File: src/rtl/chain_test_ctrl.sv
// Delay-chain latency tester: flushes one of eight chains, injects a single pulse
// and counts cycles until it emerges, then reports pass/stuck/measured latency.
module chain_test_ctrl #(
    parameter int N         = 80,
    parameter int FLUSH_CYC = 96,
    parameter int TIMEOUT   = 255
) (
    input  logic       clk,
    input  logic       rst,
    input  logic       start,
    input  logic [2:0] chain_sel,
    input  logic [7:0] expected,
    input  logic [7:0] user_din,
    input  logic [7:0] chain_dout,
    output logic [7:0] chain_din,
    output logic       busy,
    output logic       done,
    output logic       pass,
    output logic       stuck,
    output logic [7:0] measured
);

    // state   | meaning
    // IDLE    | user_din bypassed to chain_din, waiting for start
    // FLUSH   | drive zeros for FLUSH_CYC cycles, then check for stuck-high
    // PULSE   | single-cycle one-hot on the selected chain input
    // MEASURE | count cycles until the pulse reaches the chain output
    // REPORT  | done pulse, results valid
    localparam logic [2:0] S_IDLE    = 3'd0;
    localparam logic [2:0] S_FLUSH   = 3'd1;
    localparam logic [2:0] S_PULSE   = 3'd2;
    localparam logic [2:0] S_MEASURE = 3'd3;
    localparam logic [2:0] S_REPORT  = 3'd4;

    localparam int         FW  = $clog2(FLUSH_CYC + 1);
    localparam logic [7:0] TMO = 8'(TIMEOUT);

    if (FLUSH_CYC <= N) begin : g_flush_chk
        $error("FLUSH_CYC must exceed the chain depth N");
    end
    if (TIMEOUT > 255 || TIMEOUT < 1) begin : g_tmo_chk
        $error("TIMEOUT must fit in 8 bits");
    end

    logic [2:0]    r_state;
    logic [2:0]    w_state_nxt;
    logic [2:0]    r_sel;
    logic [7:0]    r_exp;
    logic [7:0]    r_cnt;
    logic [FW-1:0] r_flush_cnt;
    logic [7:0]    r_chain_din;
    logic          r_pass;
    logic          r_stuck;
    logic [7:0]    r_measured;
    logic          w_sel_out;
    logic [7:0]    w_onehot;

    assign w_sel_out = chain_dout[r_sel];
    assign w_onehot  = 8'd1 << r_sel;

    always_comb begin
        w_state_nxt = r_state;
        case (r_state)
            S_IDLE:    if (start) w_state_nxt = S_FLUSH;
            S_FLUSH:   if (r_flush_cnt == '0) w_state_nxt = w_sel_out ? S_REPORT : S_PULSE;
            S_PULSE:   w_state_nxt = S_MEASURE;
            S_MEASURE: if (w_sel_out || r_cnt == TMO) w_state_nxt = S_REPORT;
            S_REPORT:  w_state_nxt = S_IDLE;
            default:   w_state_nxt = S_IDLE;
        endcase
    end

    always_ff @(posedge clk) begin
        if (rst) begin
            r_state     <= S_IDLE;
            r_sel       <= '0;
            r_exp       <= '0;
            r_cnt       <= '0;
            r_flush_cnt <= '0;
            r_chain_din <= '0;
            r_pass      <= 1'b0;
            r_stuck     <= 1'b0;
            r_measured  <= '0;
        end else begin
            r_state <= w_state_nxt;

            // chain_din follows the state being entered so it lines up with that state
            case (w_state_nxt)
                S_IDLE:  r_chain_din <= user_din;
                S_PULSE: r_chain_din <= w_onehot;
                default: r_chain_din <= '0;
            endcase

            case (r_state)
                S_IDLE: begin
                    if (start) begin
                        r_sel       <= chain_sel;
                        r_exp       <= expected;
                        r_pass      <= 1'b0;
                        r_stuck     <= 1'b0;
                        r_measured  <= '0;
                        r_flush_cnt <= FW'(FLUSH_CYC - 1);
                    end
                end
                S_FLUSH: begin
                    if (r_flush_cnt != '0) begin
                        r_flush_cnt <= r_flush_cnt - 1'b1;
                    end else if (w_sel_out) begin
                        r_stuck    <= 1'b1;
                        r_pass     <= 1'b0;
                        r_measured <= '0;
                    end
                end
                S_PULSE: r_cnt <= 8'd1;
                S_MEASURE: begin
                    // detection is checked first so a hit at TIMEOUT still compares
                    if (w_sel_out) begin
                        r_measured <= r_cnt;
                        r_pass     <= (r_cnt == r_exp);
                    end else if (r_cnt == TMO) begin
                        r_measured <= TMO;
                        r_pass     <= 1'b0;
                    end else begin
                        r_cnt <= r_cnt + 8'd1;
                    end
                end
                default: ;
            endcase
        end
    end

    assign chain_din = r_chain_din;
    assign busy      = (r_state != S_IDLE);
    assign done      = (r_state == S_REPORT);
    assign pass      = r_pass;
    assign stuck     = r_stuck;
    assign measured  = r_measured;

endmodule

File: config.mk
export PLATFORM = sky130hd
export DESIGN_NAME = chain_test_ctrl
export DESIGN_NICKNAME = d
export VERILOG_FILES = /design/src/rtl/chain_test_ctrl.sv
export SDC_FILE = /design/constraint.sdc
export NUM_CORES = 1
export LEC_CHECK = 0
export ABC_CLOCK_PERIOD_IN_PS = 4200
export CELL_PAD_IN_SITES_DETAIL_PLACEMENT = 0
export CELL_PAD_IN_SITES_GLOBAL_PLACEMENT = 1
export CORE_ASPECT_RATIO = 1.75
export CORE_MARGIN = 1.5
export CORE_UTILIZATION = 30
export DETAILED_ROUTE_END_ITERATION = 16
export PLACE_DENSITY = 0.75
export RECOVER_POWER = 100
export SLEW_MARGIN = 15
export SYNTH_ARGS = -nofsm -noshare
export SYNTH_HDL_FRONTEND = slang
export SYNTH_SLANG_ARGS = --single-unit
File: constraint.sdc
create_clock -name clk -period 4.2 [get_ports clk]
set_input_delay 0.84 -clock clk [delete_from_list [all_inputs] [get_ports clk]]
set_output_delay 0.84 -clock clk [all_outputs]
set_load 0.02 [all_outputs]
# After elaboration in Yosys (flattened, before gate mapping)
# Cells that the tools add are included.
# op_classes
shift,1
reduce_logical,14
mux,29
magnitude_cmp,1
addsub,2
n_eq_ne,14
# op_table
op,n
two-way mux 8 bit,7
one-hot mux 8 bit (2 select lines),2
one-hot mux 8 bit (3 select lines),1
two-way mux 7 bit,2
one-hot mux 7 bit (2 select lines),1
two-way mux 3 bit,4
!= test 2 bit (second input constant),6
one-hot mux 3 bit (4 select lines),1
== test 3 x 2 -> 1 bit (second input constant),3
adder 8 x 1 -> 8 bit (second input constant),1
== test 8 bit,1
== test 8 bit (second input constant),1
two-way mux 1 bit,8
<< shifter 1 x 3 -> 8 bit (first input constant),1
zero test 7 bit,1
nonzero test 7 bit,1
subtractor 7 x 1 -> 7 bit (second input constant),1
zero test 3 bit,2
AND reduction 3 bit,2
nonzero test 3 bit,2
AND reduction 5 bit,1
less-than comparator 3 x 4 -> 1 bit (second input constant),1
AND reduction 4 bit,1
nonzero test 2 bit,2
8 further kinds,8
# word_totals
word_cells,70
inputBits,30
register_bits,47

# Depth between registers and ports, before layout
# logic_depth
word_depth,7
depth_mapped,7
mapped_depth_nobuf,6

# Worst setup path after synthesis
# Ideal clock, no wire load.
# synth_path
path_type,input port to flip-flop
start,in chain_dout[7]
end,reg r_measured[0] (netlist: measured[0])
setup_time_ns,0.136
path_slack_ns,1.890
n_path_buf,1
t_arrival_ns,2.173
cell_stages,5
path_cell_list,mux4_2 -> mux2_2 -> buf_2 -> o21ai_4 -> o32ai_2
# synth_via
elab_chain_len,4
# synth_rtl
element,line,rtl
"start, declared",14,"input logic [7:0] chain_dout,"
binary-select mux 1 bit (select 3 bit) *,58,assign w_sel_out = chain_dout[r_sel];
two-way mux 1 bit (not written as such) *,58,
"!= test 3 bit (no source line), or another cell as far along",-,
AND reduction 5 bit (no source line) or one-hot mux 8 bit (3 select lines) (tied branches),-,
"end signal, assigned",118,r_measured <= r_cnt;
"end, declared",54,logic [7:0] r_measured;
# Every way passes the cells marked *; elsewhere a longest branch is shown, timed or not. The select of a mux whose other input is x is not followed.
# A chain may end at the register's enable or synchronous reset.

# Final worst setup path
# layout_path
start,in chain_dout[7]
end,reg r_cnt[1]
# layout_via
elab_chain_len,4
# layout_rtl
element,line,rtl
binary-select mux 1 bit (select 3 bit),58,
two-way mux 1 bit (not written as such),58,
!= test 2 bit (no source line),-,
AND reduction 3 bit (no source line),-,
"end signal, assigned",124,r_cnt <= r_cnt + 8'd1;
"end, declared",49,logic [7:0] r_cnt;
# Every way passes these cells. The select of a mux whose other input is x is not followed.

==> impl_metrics.xml <==
<?xml version="1.0" encoding="UTF-8"?>
<metrics>
  <group name="timing">
    <metric name="finalSetupViolCount" unit="">0</metric>
    <metric name="timing.final.max_slew_violations" unit="">0</metric>
    <metric name="rsz0062_at_grt" unit="">false</metric>
    <metric name="timing.slew.headroom" unit="%">30.23</metric>
    <metric name="hold_viol" unit="">0</metric>
    <metric name="final.period_utilization" unit="%">72.95</metric>
    <metric name="final.setup.worst_slack" unit="ps">1136</metric>
    <metric name="worst_pin_slew" unit="ps">1047</metric>
    <metric name="final.min_clock_period" unit="ps">3064</metric>
    <metric name="max_freq" unit="MHz">326.4</metric>
    <metric name="tns" unit="ps">0</metric>
    <metric name="fin_skew" unit="ps">7.108</metric>
  </group>
  <group name="clocking">
    <metric name="insertion_delay" unit="ps">280</metric>
    <metric name="cts_buffers" unit="">5</metric>
    <metric name="cts_htree_levels" unit="">2</metric>
    <metric name="clockBufferDepth" unit="">2</metric>
    <metric name="tritoncts_num_sinks" unit="">47</metric>
    <metric name="post_cts_resized" unit="">0</metric>
    <metric name="clk_transition_reported_paths" unit="ps">70</metric>
    <metric name="post-cts-setup-buffer-count" unit="">0</metric>
    <metric name="postCtsHoldBufs" unit="">0</metric>
    <metric name="clk_root_buffer_cell" unit="">clkbuf_16</metric>
    <metric name="cts_tree" unit="">yes</metric>
  </group>
  <group name="global_route">
    <metric name="initial_antenna_violation_count" unit="">0</metric>
    <metric name="gr-usage-all-layers" unit="%">15.20</metric>
    <metric name="grt.overflow.total" unit="">0</metric>
    <metric name="grt_pass1_wl" unit="µm">10270</metric>
    <metric name="maximum_number_of_pins_on_one_net_before_global_route_repair" unit="">40</metric>
    <metric name="first_global_vias" unit="">2122</metric>
  </group>
  <group name="place">
    <metric name="placement.setup.worst_slack" unit="ps">1279</metric>
    <metric name="portBuffers" unit="">49</metric>
    <metric name="dpl.cell_count" unit="">397</metric>
    <metric name="globalplace.congestion" unit="">0.8149</metric>
    <metric name="hpwl" unit="µm">4441</metric>
    <metric name="place_area" unit="mm²">0.002883</metric>
  </group>
  <group name="hold_path">
    <metric name="hold_path.class" unit="">reg -&gt; reg</metric>
    <metric name="hold_path_startpoint" unit="">pass</metric>
  </group>
  <group name="flow_run">
    <metric name="max_cap_viol_count" unit="">0</metric>
  </group>
  <group name="critical_path">
    <metric name="worstReg2RegStart" unit="">r_sel[0]</metric>
    <metric name="slowest_stage" unit="">clkbuf_1</metric>
    <metric name="path_buf_inv" unit="">2</metric>
    <metric name="setup.worst_path.class" unit="">in -&gt; reg</metric>
    <metric name="worstSetupStartpoint" unit="">chain_dout[7]</metric>
    <metric name="critical_path_required" unit="ps">4380</metric>
    <metric name="setup.worst_path.end_class" unit="">register</metric>
    <metric name="worst_path_cell_trace" unit="">dlygate4sd3_1 &gt; mux4_2 &gt; mux2i_1 &gt; clkbuf_1 &gt; a311oi_1 &gt; a31o_1</metric>
    <metric name="worst_path_largest_cell_delay" unit="ps">790</metric>
    <metric name="crit_path_start_kind" unit="">input pin</metric>
    <metric name="worst-path-max-fanout" unit="">23</metric>
    <metric name="cpLargestDelayFamily" unit="">buffers and inverters</metric>
    <metric name="arrival" unit="ps">3250</metric>
  </group>
  <group name="pwr">
    <metric name="total_power" unit="mW">1.192</metric>
    <metric name="pwr-share-clk" unit="%">34.2</metric>
    <metric name="power.share.sequential" unit="%">43.0</metric>
    <metric name="power.ir.vdd_worst" unit="mV">0.2639</metric>
    <metric name="switching_share" unit="%">30.40</metric>
    <metric name="power.combinational.fraction" unit="%">22.8</metric>
    <metric name="net_switching" unit="mW">0.3624</metric>
    <metric name="power.internal" unit="mW">0.8295</metric>
    <metric name="p_leak" unit="nW">1.133</metric>
    <metric name="power-per-cell-area" unit="mW/mm²">397.8</metric>
  </group>
  <group name="detailed_routing">
    <metric name="detailroute.via_count" unit="">2155</metric>
    <metric name="routed_wire_length_per_instance" unit="µm">15.27</metric>
    <metric name="route.detailed.drc" unit="">0</metric>
    <metric name="drt_iter0_markers" unit="">99</metric>
    <metric name="vias_per_cell" unit="">5.321</metric>
    <metric name="antenna_violating_nets_post_route" unit="">0</metric>
    <metric name="finalWirelength" unit="µm">6184</metric>
    <metric name="drt-pass1-iter-count" unit="">4</metric>
  </group>
  <group name="finish">
    <metric name="area.growth.synth_to_final" unit="%">27.67</metric>
    <metric name="diodes" unit="">0</metric>
    <metric name="finish.instance_area" unit="mm²">0.002997</metric>
    <metric name="layout.cells.most_common_list" unit="">dfxtp_1 (47), nand2_1 (39), a21oi_1 (33), clkdlybuf4s50_1 (27), dlygate4sd3_1 (22)</metric>
    <metric name="layout.nets" unit="">348</metric>
    <metric name="layout_commonest_cell" unit="">dfxtp_1</metric>
    <metric name="instances_no_fill" unit="">405</metric>
    <metric name="post_route_cells_drive_above_1_share" unit="%">6.309</metric>
    <metric name="num-fill-cells" unit="">815</metric>
  </group>
  <group name="run_status">
    <metric name="run_status" unit="">complete, no violations</metric>
  </group>
  <group name="yosys">
    <metric name="syn_area" unit="mm²">0.002347</metric>
    <metric name="postSynthAreaPerCell" unit="µm²">8.413</metric>
    <metric name="ys_ff_latch" unit="">47</metric>
    <metric name="post_synth_num_cell_types" unit="">50</metric>
    <metric name="synth-main-ff-cell" unit="">dfxtp_1</metric>
    <metric name="synth_async_sr_flop_share" unit="%">0</metric>
    <metric name="synthesis.instances" unit="">279</metric>
    <metric name="synth_enable_flop_cells" unit="">0</metric>
    <metric name="synth_sequential_area_ratio" unit="%">40.09</metric>
    <metric name="number_of_nets_produced_by_synthesis" unit="">311</metric>
    <metric name="synth_warnings" unit="">0</metric>
  </group>
  <group name="floorplanning">
    <metric name="top_level_ports" unit="">50</metric>
    <metric name="die_h" unit="µm">120.0</metric>
    <metric name="die_area" unit="mm²">0.008385</metric>
    <metric name="chipWidth" unit="µm">69.87</metric>
    <metric name="row_cnt" unit="">42</metric>
    <metric name="start_util" unit="%">31.02</metric>
    <metric name="core_area" unit="mm²">0.007567</metric>
  </group>
</metrics>
-- registers in the layout (all words and copies together), names as in the netlist --
name         flops
chain_din        8
measured         8
pass             1
r_cnt            8
r_exp            8
r_flush_cnt      7
r_sel            3
r_state          3
stuck            1
-- tightest hold or removal path: cells and delay by family (launching register included) --
kind             cells  cell delay, ps
flip-flops           1             310
AO/OA/AOI/OAI        1              60
AND/OR/NAND/NOR      1              50
-- cells in the mapped netlist (3+ instances only) --
library cell   n  share of area, %
nand2_1       39               6.2
o21ai_0        4              0.85
clkbuf_1      15               2.4
buf_2          4              0.85
nand3_1        4              0.85
or4_1          4               1.3
o31ai_1        4               1.3
xor2_1        11               4.1
nand4b_1       5               1.9
o32ai_2        7               4.9
buf_1          3              0.48
a211oi_1       4               1.3
a21oi_1       33               7.0
nand4_1        9               2.4
dfxtp_1       47                40
inv_1         13               2.1
nor2b_1        3              0.80
nor2_1        15               2.4
nor3_1        11               2.3
-- through the flow --
step,hold WS (ps),util [%]
final,461.5,39.60
after global routing,489.2,39.60
after CTS,457.1,40.15
after detailed placement,448.2,38.10
after global placement,444.7,38.10
after floorplan,447.8,-
-- kinds of logic (layout without fill, tap and decap cells) --
logic type / Yosys count / count (layout) / synth area share, %
AND/OR/NAND/NOR: 109 / 109 / 23.99
AO/OA/AOI/OAI: 69 / 69 / 21.54
flip-flops: 47 / 47 / 40.09
buffers and inverters: 36 / 74 / 5.970
XOR/XNOR: 11 / 11 / 4.104
multiplexers: 5 / 5 / 3.251
adder cells (fa/ha/maj): 2 / 2 / 1.066
-- cell type report --
class                   count  area [µm²]  area share (%)
clock buffers               6       138.9           4.635
clock inverters             2       16.27          0.5428
inverters                  14       52.55           1.754
multi-input cells         196        1229           41.00
flip-flops and latches     47       940.9           31.40
well taps                  88       110.1           3.674
repair buffers             52       509.2           16.99
-- worst paths after layout --
check	endpoint	slack, ps	cells past startpoint
worst max register to register	r_cnt[1]	1660	5
worst max-delay path	r_cnt[1]	1140	6
worst min-delay path	pass	460	2
worst min register to register	pass	460	2
-- power groups by stage --
| stage | registers, mW | logic [mW] | clock network, mW |
|---|---|---|---|
| finish | 0.512 | 0.272 | 0.407 |
| global route | 0.517 | 0.303 | 0.440 |
| CTS | 0.512 | 0.286 | 0.416 |
| detailed placement | 0.522 | 0.284 | 0 |
| global placement | 0.521 | 0.282 | 0 |
| floorplan | 0.515 | 0.196 | 0 |
-- metal layers --
| metal | vias up | GRT usage [%] | wire length (µm) |
|---|---|---|---|
| li1 | 1076 | - | - |
| met4 | 0 | 6.370 | 156 |
| met1 | 1022 | 17.34 | 2457 |
| met3 | 9 | 2.771 | 220 |
| met5 | - | 0 | 0 |
| met2 | 48 | 27.32 | 3349 |
Power figures use the tool's default switching activity.
